File: src/rtl/universal_register_pkg.sv
// Shared encodings for universal_register: shift modes and control FSM states.
package universal_register_pkg;

   typedef enum logic [1:0] {
      MODE_LOGIC  = 2'b00,
      MODE_ARITH  = 2'b01,
      MODE_ROTATE = 2'b10,
      MODE_RSVD   = 2'b11
   } sh_mode_t;

   typedef enum logic [1:0] {
      IDLE  = 2'b00,
      SHIFT = 2'b01,
      DONE  = 2'b10
   } state_t;

endpackage

File: src/rtl/universal_register_shift_counter.sv
// Step counter for multi-cycle shifts: loads the step count, counts down,
// flags the final step.
module shift_counter #(
   parameter int WIDTH = 4
) (
   input  logic             clk,
   input  logic             rst_n,
   input  logic             clr,
   input  logic             load,
   input  logic             dec,
   input  logic [WIDTH-1:0] amt,
   output logic             last
);

   logic [WIDTH-1:0] count;

   always_ff @(posedge clk or negedge rst_n) begin
      if (!rst_n)                   count <= '0;
      else if (clr)                 count <= '0;
      else if (load)                count <= amt;
      else if (dec && count != '0)  count <= count - 1'b1;
   end

   assign last = (count == WIDTH'(1));

endmodule

File: src/rtl/universal_register.sv
// Universal register: clear, load, wrapping/saturating inc/dec and a
// multi-cycle single-bit-per-clock shifter with busy/done handshake.
module universal_register
   import universal_register_pkg::*;
#(
   parameter int DATA_WIDTH = 16,
   parameter int SH_WIDTH   = $clog2(DATA_WIDTH)
) (
   input  logic                  clk,
   input  logic                  rst_n,
   input  logic                  cl,
   input  logic                  ld,
   input  logic [DATA_WIDTH-1:0] in,
   input  logic                  inc,
   input  logic                  dec,
   input  logic                  sat,
   input  logic                  sh_start,
   input  logic                  sh_dir,
   input  logic [1:0]            sh_mode,
   input  logic [SH_WIDTH-1:0]   sh_amt,
   input  logic                  si,
   output logic [DATA_WIDTH-1:0] out,
   output logic                  carry,
   output logic                  busy,
   output logic                  done,
   output logic                  zero,
   output logic                  neg
);

   localparam logic [DATA_WIDTH-1:0] ONE = DATA_WIDTH'(1);

   state_t                state, state_next;
   logic [DATA_WIDTH-1:0] out_next;
   logic                  carry_next;
   logic                  cap_dir, cap_si;
   sh_mode_t              cap_mode;
   logic                  capture, cnt_clr, cnt_load, cnt_dec, last;
   logic [DATA_WIDTH:0]   stepped;

   // Returns {ejected_bit, shifted_value} for one single-bit step.
   function automatic logic [DATA_WIDTH:0] shift_step(input logic [DATA_WIDTH-1:0] v,
                                                      input logic dir, input sh_mode_t mode,
                                                      input logic fill_si);
      logic fill, ejected;
      ejected = dir ? v[DATA_WIDTH-1] : v[0];
      case (mode)
         MODE_ARITH:  fill = dir ? 1'b0 : v[DATA_WIDTH-1];
         MODE_ROTATE: fill = ejected;
         default:     fill = fill_si;
      endcase
      if (dir) shift_step = {ejected, v[DATA_WIDTH-2:0], fill};
      else     shift_step = {ejected, fill, v[DATA_WIDTH-1:1]};
   endfunction

   shift_counter #(.WIDTH(SH_WIDTH)) u_counter (
      .clk   (clk),
      .rst_n (rst_n),
      .clr   (cnt_clr),
      .load  (cnt_load),
      .dec   (cnt_dec),
      .amt   (sh_amt),
      .last  (last)
   );

   always_ff @(posedge clk or negedge rst_n) begin
      if (!rst_n) begin
         state    <= IDLE;
         out      <= '0;
         carry    <= 1'b0;
         cap_dir  <= 1'b0;
         cap_si   <= 1'b0;
         cap_mode <= MODE_LOGIC;
      end else begin
         state <= state_next;
         out   <= out_next;
         carry <= carry_next;
         if (capture) begin
            cap_dir  <= sh_dir;
            cap_si   <= si;
            cap_mode <= (sh_mode_t'(sh_mode) == MODE_RSVD) ? MODE_LOGIC : sh_mode_t'(sh_mode);
         end
      end
   end

   always_comb begin
      state_next = state;
      out_next   = out;
      carry_next = carry;
      cnt_clr    = 1'b0;
      cnt_load   = 1'b0;
      cnt_dec    = 1'b0;
      capture    = 1'b0;
      stepped    = shift_step(out, cap_dir, cap_mode, cap_si);
      case (state)
         SHIFT: begin
            // Only clear may interrupt a shift in flight.
            if (cl) begin
               out_next   = '0;
               carry_next = 1'b0;
               state_next = IDLE;
               cnt_clr    = 1'b1;
            end else begin
               {carry_next, out_next} = stepped;
               cnt_dec = 1'b1;
               if (last) state_next = DONE;
            end
         end
         default: begin
            state_next = IDLE;
            if (cl) begin
               out_next   = '0;
               carry_next = 1'b0;
            end else if (ld) begin
               out_next   = in;
               carry_next = 1'b0;
            end else if (inc) begin
               if (&out) begin
                  carry_next = 1'b1;
                  out_next   = sat ? out : '0;
               end else begin
                  carry_next = 1'b0;
                  out_next   = out + ONE;
               end
            end else if (dec) begin
               if (out == '0) begin
                  carry_next = 1'b1;
                  out_next   = sat ? out : '1;
               end else begin
                  carry_next = 1'b0;
                  out_next   = out - ONE;
               end
            end else if (sh_start) begin
               if (sh_amt == '0) begin
                  state_next = DONE;
               end else begin
                  state_next = SHIFT;
                  cnt_load   = 1'b1;
                  capture    = 1'b1;
               end
            end
         end
      endcase
   end

   assign busy = (state == SHIFT);
   assign done = (state == DONE);
   assign zero = (out == '0);
   assign neg  = out[DATA_WIDTH-1];

endmodule

File: config.mk
export PLATFORM = sky130hd
export DESIGN_NAME = universal_register
export DESIGN_NICKNAME = d
export VERILOG_FILES = /design/src/rtl/universal_register_pkg.sv /design/src/rtl/universal_register_shift_counter.sv /design/src/rtl/universal_register.sv
export SDC_FILE = /design/constraint.sdc
export NUM_CORES = 1
export LEC_CHECK = 0
export ABC_AREA = 1
export CORE_ASPECT_RATIO = 1.1
export CORE_UTILIZATION = 49
export CTS_CLUSTER_SIZE = 28
export DETAILED_ROUTE_END_ITERATION = 7
export PLACE_DENSITY_LB_ADDON = 0.1
export SLEW_MARGIN = 20
export SYNTH_ARGS = -nofsm -noshare
export SYNTH_HDL_FRONTEND = slang
export SYNTH_SLANG_ARGS = --single-unit
File: constraint.sdc
create_clock -name clk -period 1.9 [get_ports clk]
set_clock_uncertainty 0.1 [all_clocks]
set_input_delay 0.285 -clock clk [delete_from_list [all_inputs] [get_ports clk]]
set_output_delay 0.285 -clock clk [all_outputs]
set_load 0.02 [all_outputs]
==> reports/metrics.csv, run 1 <==
metric,value,unit
clock_latency,290,ps
drive_gt1_frac,0.246,
placedCellCount,705,
power.density_cell_area,616,nW/um2
grtUsageTotal,0.338,
grt_max_degree,28,
yosys.area.top_type,nand2_1,
io_buffers,52,
grt_pass1_vias,3693,
die_w,77.8,um
r2r-end,out[9],
core-area,6120,um2
cts_hold_buf,0,
ir_drop,548,uV
vias,3941,
synth_cells,532,
slew_viol_final,0,
start_util,0.506,
instances_no_fill,722,
synth.avg_cell_area,5.82,um2
dieArea,6650,um2
wl_per_cell,15.2,um
cts_max_path_buffers,2,
ys_types,39,
drtAntennaViolNets,0,
critPathKind,register to register,
arrival,1990,ps
crit_path_start_kind,register,
htreeDepth,1,
via_per_inst,5.46,
rsz0062_at_grt,true,
ff2ff_path_depth,10,
antenna-diode-count,0,
routed_wl,11000,um
grt_antenna_before_repair,0,
p_leak,2.19,nW
dp.final_hpwl,8330,um
grt_first_pass_wirelength,17600,um
cp-end-kind,register,
tightest_slew,387,ps
status,"finished, violations left",
drt_iter0_markers,420,
relSlewSlack,0.742,
finalInstanceArea,4480,um2
yosysTopAreaCellShare,0.227,
area_delta_synth_final,44.6,%
dieHeight,85.4,um
numCtsBuffers,3,
fillerInstances,521,
drc_errors,0,
pin_count,53,
finalWorstSetupSlack,-9.43,ps
syn_nets,571,
final.min_clock_period,1910,ps
required,1980,ps
fin_crit_sh,1.00,
place_area,4090,um2
hold_path.class,primary input to asynchronous set/reset pin,
place_congestion,0.947,
finalPower,0.00276,W
yosys-top-cells-area,"nand2_1, dfrtp_1, nor2_1, inv_1, nand3_1",
clock.fmax,524,MHz
ys_warn_count,0,
r2r_setup_slack,-9,ps
utilization,0.732,
setup_viol,2,
rows,30,
overflow,0,
numClockSinks,27,
hold_viol_final,0,
violations,negative setup slack,
netlist_area,3100,um2
root_buffer,clkbuf_8,
fin_nets,682,
cts_tree,built,
clk_pin_slew,110,ps
yosysSeqAreaShare,0.218,
maxCapViolations,0,
cp_max_fo,14,
timing.rr.start,out[13],
synth-seq-cells,27,
first_pass_iters,5,
==> state kept, by name (all words and copies together), names as in the netlist <==
signal,count
state,2
u_counter.count,4
cap_mode,2
cap_si,1
carry,1
out,16
cap_dir,1
==> worst max path at each step <==
stage                 start       to  cells after the start
floorplan            out[0]  out[15]                     12
global placement        inc   out[6]                      7
detailed placement      inc   out[6]                      7
CTS                  out[0]   out[6]                     11
global route         out[0]   out[7]                     13
finish              out[13]   out[9]                     10
==> cell usage after synthesis, drive strengths merged <==
cell type and number:
a21boi 9, a21o 1, a21oi 19, a31oi 2
buf 17, clkbuf 8, clkinv 2, dfrtp 27
ha 7, inv 52, nand2 191, nand3 37
nand3b 1, nand4 10, nor2 91, nor3 3
nor4 1, o211ai 2, o21ai 35, o21bai 1
o22ai 4, o31ai 1, or2 2, xnor2 2
xor2 7
==> layout by cell type, fill, tap and decap left out, types with 4 or more instances in the layout <==
master / count
ha_1: 4
nand2_1: 175
buf_4: 69
a21oi_2: 6
inv_1: 45
o22ai_1: 4
nor2_4: 13
nor2_1: 64
o21ai_0: 26
nor2_2: 14
a21boi_1: 7
buf_6: 6
clkdlybuf4s50_1: 48
nand3_1: 31
buf_12: 4
inv_2: 7
dfrtp_1: 25
nand2_4: 4
nand3_2: 5
nand2_2: 12
a21oi_1: 13
nand4_1: 10
o21ai_1: 8
xor2_1: 7
==> through the flow <==
stage,setup WS [ps],TNS [ps],hold WS (ps)
floorplan,24.3,0,-111
global placement,-274,-1830,368
detailed placement,-287,-2500,376
CTS,-16.8,-19.0,292
global route,-97.8,-703,344
finish,-9.43,-17.1,280
==> where the power goes <==
part	total, W	switching, W	internal, W
Sequential	0.000768	0.0000900	0.000678
Clock	0.000365	0.000214	0.000151
Combinational	0.00163	0.000938	0.000689
Total	0.00276	0.00124	0.00152
==> critical path, stage by stage, from the launching register on <==
cell	delay, ps
dfrtp_1	440
buf_6	160
nand3_2	80
nor2_2	160
nand2_2	110
nor2_8	160
nand3_4	90
nand3b_4	140
buf_12	150
nand2_1	60
a21boi_2	160
==> cells by family after synthesis <==
kind of cell	synth area share
and+or+nand+nor	0.468
DFF	0.218
xor gates and xnor gates	0.0254
adders and majority gates	0.0283
AOI/OAI and AO/OA	0.139
buffers and inverters	0.120
==> routing by layer <==
metal / routed length [um] / GRT usage
met1: 4410 / 0.432
met2: 5460 / 0.595
met3: 802 / 0.0226
met4: 304 / 0.129
met5: 0 / 0
==> final cells by class <==
class / count / area (um2) / area share
well taps: 80 / 100 / 0.0223
multi-input cells: 427 / 2280 / 0.509
repair buffers: 130 / 1170 / 0.262
inverters: 54 / 203 / 0.0452
clock buffers: 4 / 45.0 / 0.0101
flip-flops and latches: 27 / 678 / 0.151
==> repair_timing <==
action                                  CTS  global route
endpoints found under the setup margin   21            20
cloned                                    1             1
resized for setup                        25            67
pin swaps                                 4            23
setup buffers                             4             8
No activity file was read; power rests on OpenSTA's default activity.
==> run 2, diff against run 1 <==
--- a/config.mk
+++ b/config.mk
@@ -7,10 +7,11 @@
 export LEC_CHECK = 0
 export ABC_AREA = 1
 export CORE_ASPECT_RATIO = 1.1
+export CORE_MARGIN = 5
 export CORE_UTILIZATION = 49
 export CTS_CLUSTER_SIZE = 28
 export DETAILED_ROUTE_END_ITERATION = 7
-export PLACE_DENSITY_LB_ADDON = 0.1
+export PLACE_DENSITY_LB_ADDON = 0.12
 export SLEW_MARGIN = 20
 export SYNTH_ARGS = -nofsm -noshare
 export SYNTH_HDL_FRONTEND = slang
==> run 2 against run 1 <==
  * Sequential share of layout area grew 0.30 points
  * Design area shrank 1.9%
  * The run still ends with negative setup slack left
  * Global-route usage shrank 7.8 points
  * Non-clock buffer count is the same
  * Fmax shrank 0.51%
  * Flip-flop and latch count is the same
  * Register-to-register slack is essentially flat
  * Sequential power shrank 1%
  * Routed wire length is essentially flat
  * Total power shrank 3.3%
  * Critical path type unchanged
  * Combinational power shrank 4%
==> reports/metrics.csv, run 2 (same netlist as run 1, synthesis figures left out) <==
metric,value,unit,change
status,"finished, violations left",,unchanged
violations,negative setup slack,,unchanged
numCtsBuffers,3,,unchanged
hold_path.class,primary input to asynchronous set/reset pin,,unchanged
grt_pass1_vias,3573,,was 3693
crit_path_start_kind,register,,unchanged
routed_wl,11000,um,about the same
r2r_setup_slack,-20,ps,was -9 ps
htreeDepth,1,,unchanged
ir_drop,423,uV,was 548 uV
die_w,85.8,um,was 77.8 um
maxCapViolations,0,,unchanged
drtAntennaViolNets,0,,unchanged
cp-end-kind,register,,unchanged
dieHeight,93.4,um,was 85.4 um
final.min_clock_period,1920,ps,was 1910 ps
tightest_slew,397,ps,was 387 ps
arrival,2000,ps,was 1990 ps
holdWs,287,ps,was 280 ps
relSlewSlack,0.735,,was 0.742
p_leak,2.23,nW,was 2.19 nW
required,1980,ps,about the same
fin_crit_sh,1.01,,was 1.00
dp.final_hpwl,8100,um,was 8330 um
setup_viol,2,,unchanged
reg_top3,"out: 16 flops, u_counter.count: 4 flops",,unchanged
fin_nets,682,,unchanged
grt_antenna_before_repair,0,,unchanged
dieArea,8010,um2,was 6650 um2
first_pass_iters,5,,unchanged
cp_max_fo,6,,was 14
vias,3904,,was 3941
grt_first_pass_wirelength,16600,um,was 17600 um
power.density_cell_area,607,nW/um2,was 616 nW/um2
core-area,6160,um2,was 6120 um2
clock_latency,280,ps,was 290 ps
root_buffer,clkbuf_8,,unchanged
largest_reg_flops,16,,unchanged
cts_tree,built,,unchanged
hold_viol_final,0,,unchanged
drt_iter0_markers,306,,was 420
overflow,0,,unchanged
drive_gt1_frac,0.215,,was 0.246
antenna-diode-count,0,,unchanged
cts_hold_buf,0,,unchanged
grtUsageTotal,0.261,,was 0.338
cts_max_path_buffers,2,,unchanged
rows,30,,unchanged
clock.fmax,521,MHz,was 524 MHz
critPathKind,register to register,,unchanged
via_per_inst,5.41,,was 5.46
numClockSinks,27,,unchanged
layout_common_cells,"nand2_1, nor2_1, buf_4, inv_1, clkdlybuf4s50_1",,"was nand2_1, buf_4, nor2_1, clkdlybuf4s50_1, inv_1"
drc_errors,0,,unchanged
place_congestion,0.929,,was 0.947
area_delta_synth_final,41.8,%,was 44.6%
dp_slack,-194,ps,was -287 ps
slew_viol_final,0,,unchanged
io_buffers,52,,unchanged
mostFrequentLayoutCell,nand2_1,,unchanged
pin_count,53,,unchanged
top_register,out,,unchanged
start_util,0.503,,was 0.506
grt_max_degree,28,,unchanged
finalSetupTns,-25.3,ps,was -17.1 ps
clk_pin_slew,100,ps,was 110 ps
rsz0062_at_grt,true,,unchanged
wl_per_cell,15.2,um,about the same
finalWorstSetupSlack,-19.3,ps,was -9.43 ps
run 2: cell types whose count changed in the layout (fill, tap and decap cells not counted), sizes merged:
cell / delta
dlygate4sd2: -2
dlymetal6s2s: +6
inv: -1
clkdlybuf4s50: -4
clkinvlp: +1
run 2: where the power goes:
part | internal (W) | switching (W) | total, W
combinational | 0.000658 | 0.000907 | 0.00157
clock | 0.000151 | 0.000194 | 0.000345
sequential | 0.000678 | 0.0000796 | 0.000758
total | 0.00149 | 0.00118 | 0.00267
run 2: what timing repair did:
| item | 4_1_cts | 5_1_grt |
|---|---|---|
| setup buffers | 3 | 11 |
| cloned | 0 | 1 |
| endpoints found under the setup margin | 19 | 22 |
| resized for setup | 22 | 41 |
| pin swaps | 3 | 13 |
run 2: critical path, stage by stage (launching register included):
cell	delay, ps
dfrtp_2	430
buf_6	130
ha_4	160
nand2_4	80
nor2_4	50
nand2_4	90
nor2_8	60
nand3_4	60
nand3b_4	120
buf_12	160
buf_4	130
nor2_2	170
a21oi_2	80
run 2: final cells by class:
class | count | area [um2]
Tap cell | 80 | 100
Inverter | 54 | 206
Multi-Input combinational cell | 427 | 2190
Fill cell | 564 | 1760
Clock buffer | 4 | 45.0
Sequential cell | 27 | 678
Timing Repair Buffer | 130 | 1170
run 2: layer usage:
layer,vias to the layer above,part of all wire,GRT usage
li1,1907,-,-
met3,35,0.068,0.0352
met2,174,0.49,0.456
met1,1788,0.41,0.315
met4,0,0.035,0.116
met5,-,0,0
run 2: metrics by stage:
step                instance area, um2  power [W]  cells   util
finish                            4390    0.00267    722  0.714
global route                      4390    0.00287    722  0.714
floorplan                         3110    0.00165    532      -
global placement                  4080    0.00218    703  0.662
detailed placement                4080    0.00220    703  0.662
CTS                               4190    0.00257    710  0.680
run 2: final timing paths:
check                        from  endpoint  cells past startpoint
hold / removal              rst_n   out[15]                      2
hold reg to reg            cap_si    cap_si                      2
max in group asynchronous   rst_n    out[0]                      2
setup / recovery           out[0]   out[15]                     12
setup reg to reg           out[0]   out[15]                     12
min in group clk           cap_si    cap_si                      2
==> run 3, diff against run 2 <==
--- a/config.mk
+++ b/config.mk
@@ -6,6 +6,7 @@
 export NUM_CORES = 1
 export LEC_CHECK = 0
 export ABC_AREA = 1
+export CAP_MARGIN = 5
 export CORE_ASPECT_RATIO = 1.1
 export CORE_MARGIN = 5
 export CORE_UTILIZATION = 49
==> results of run 3 <==
The final DEF is identical to that of run 2; final timing and power are the same.
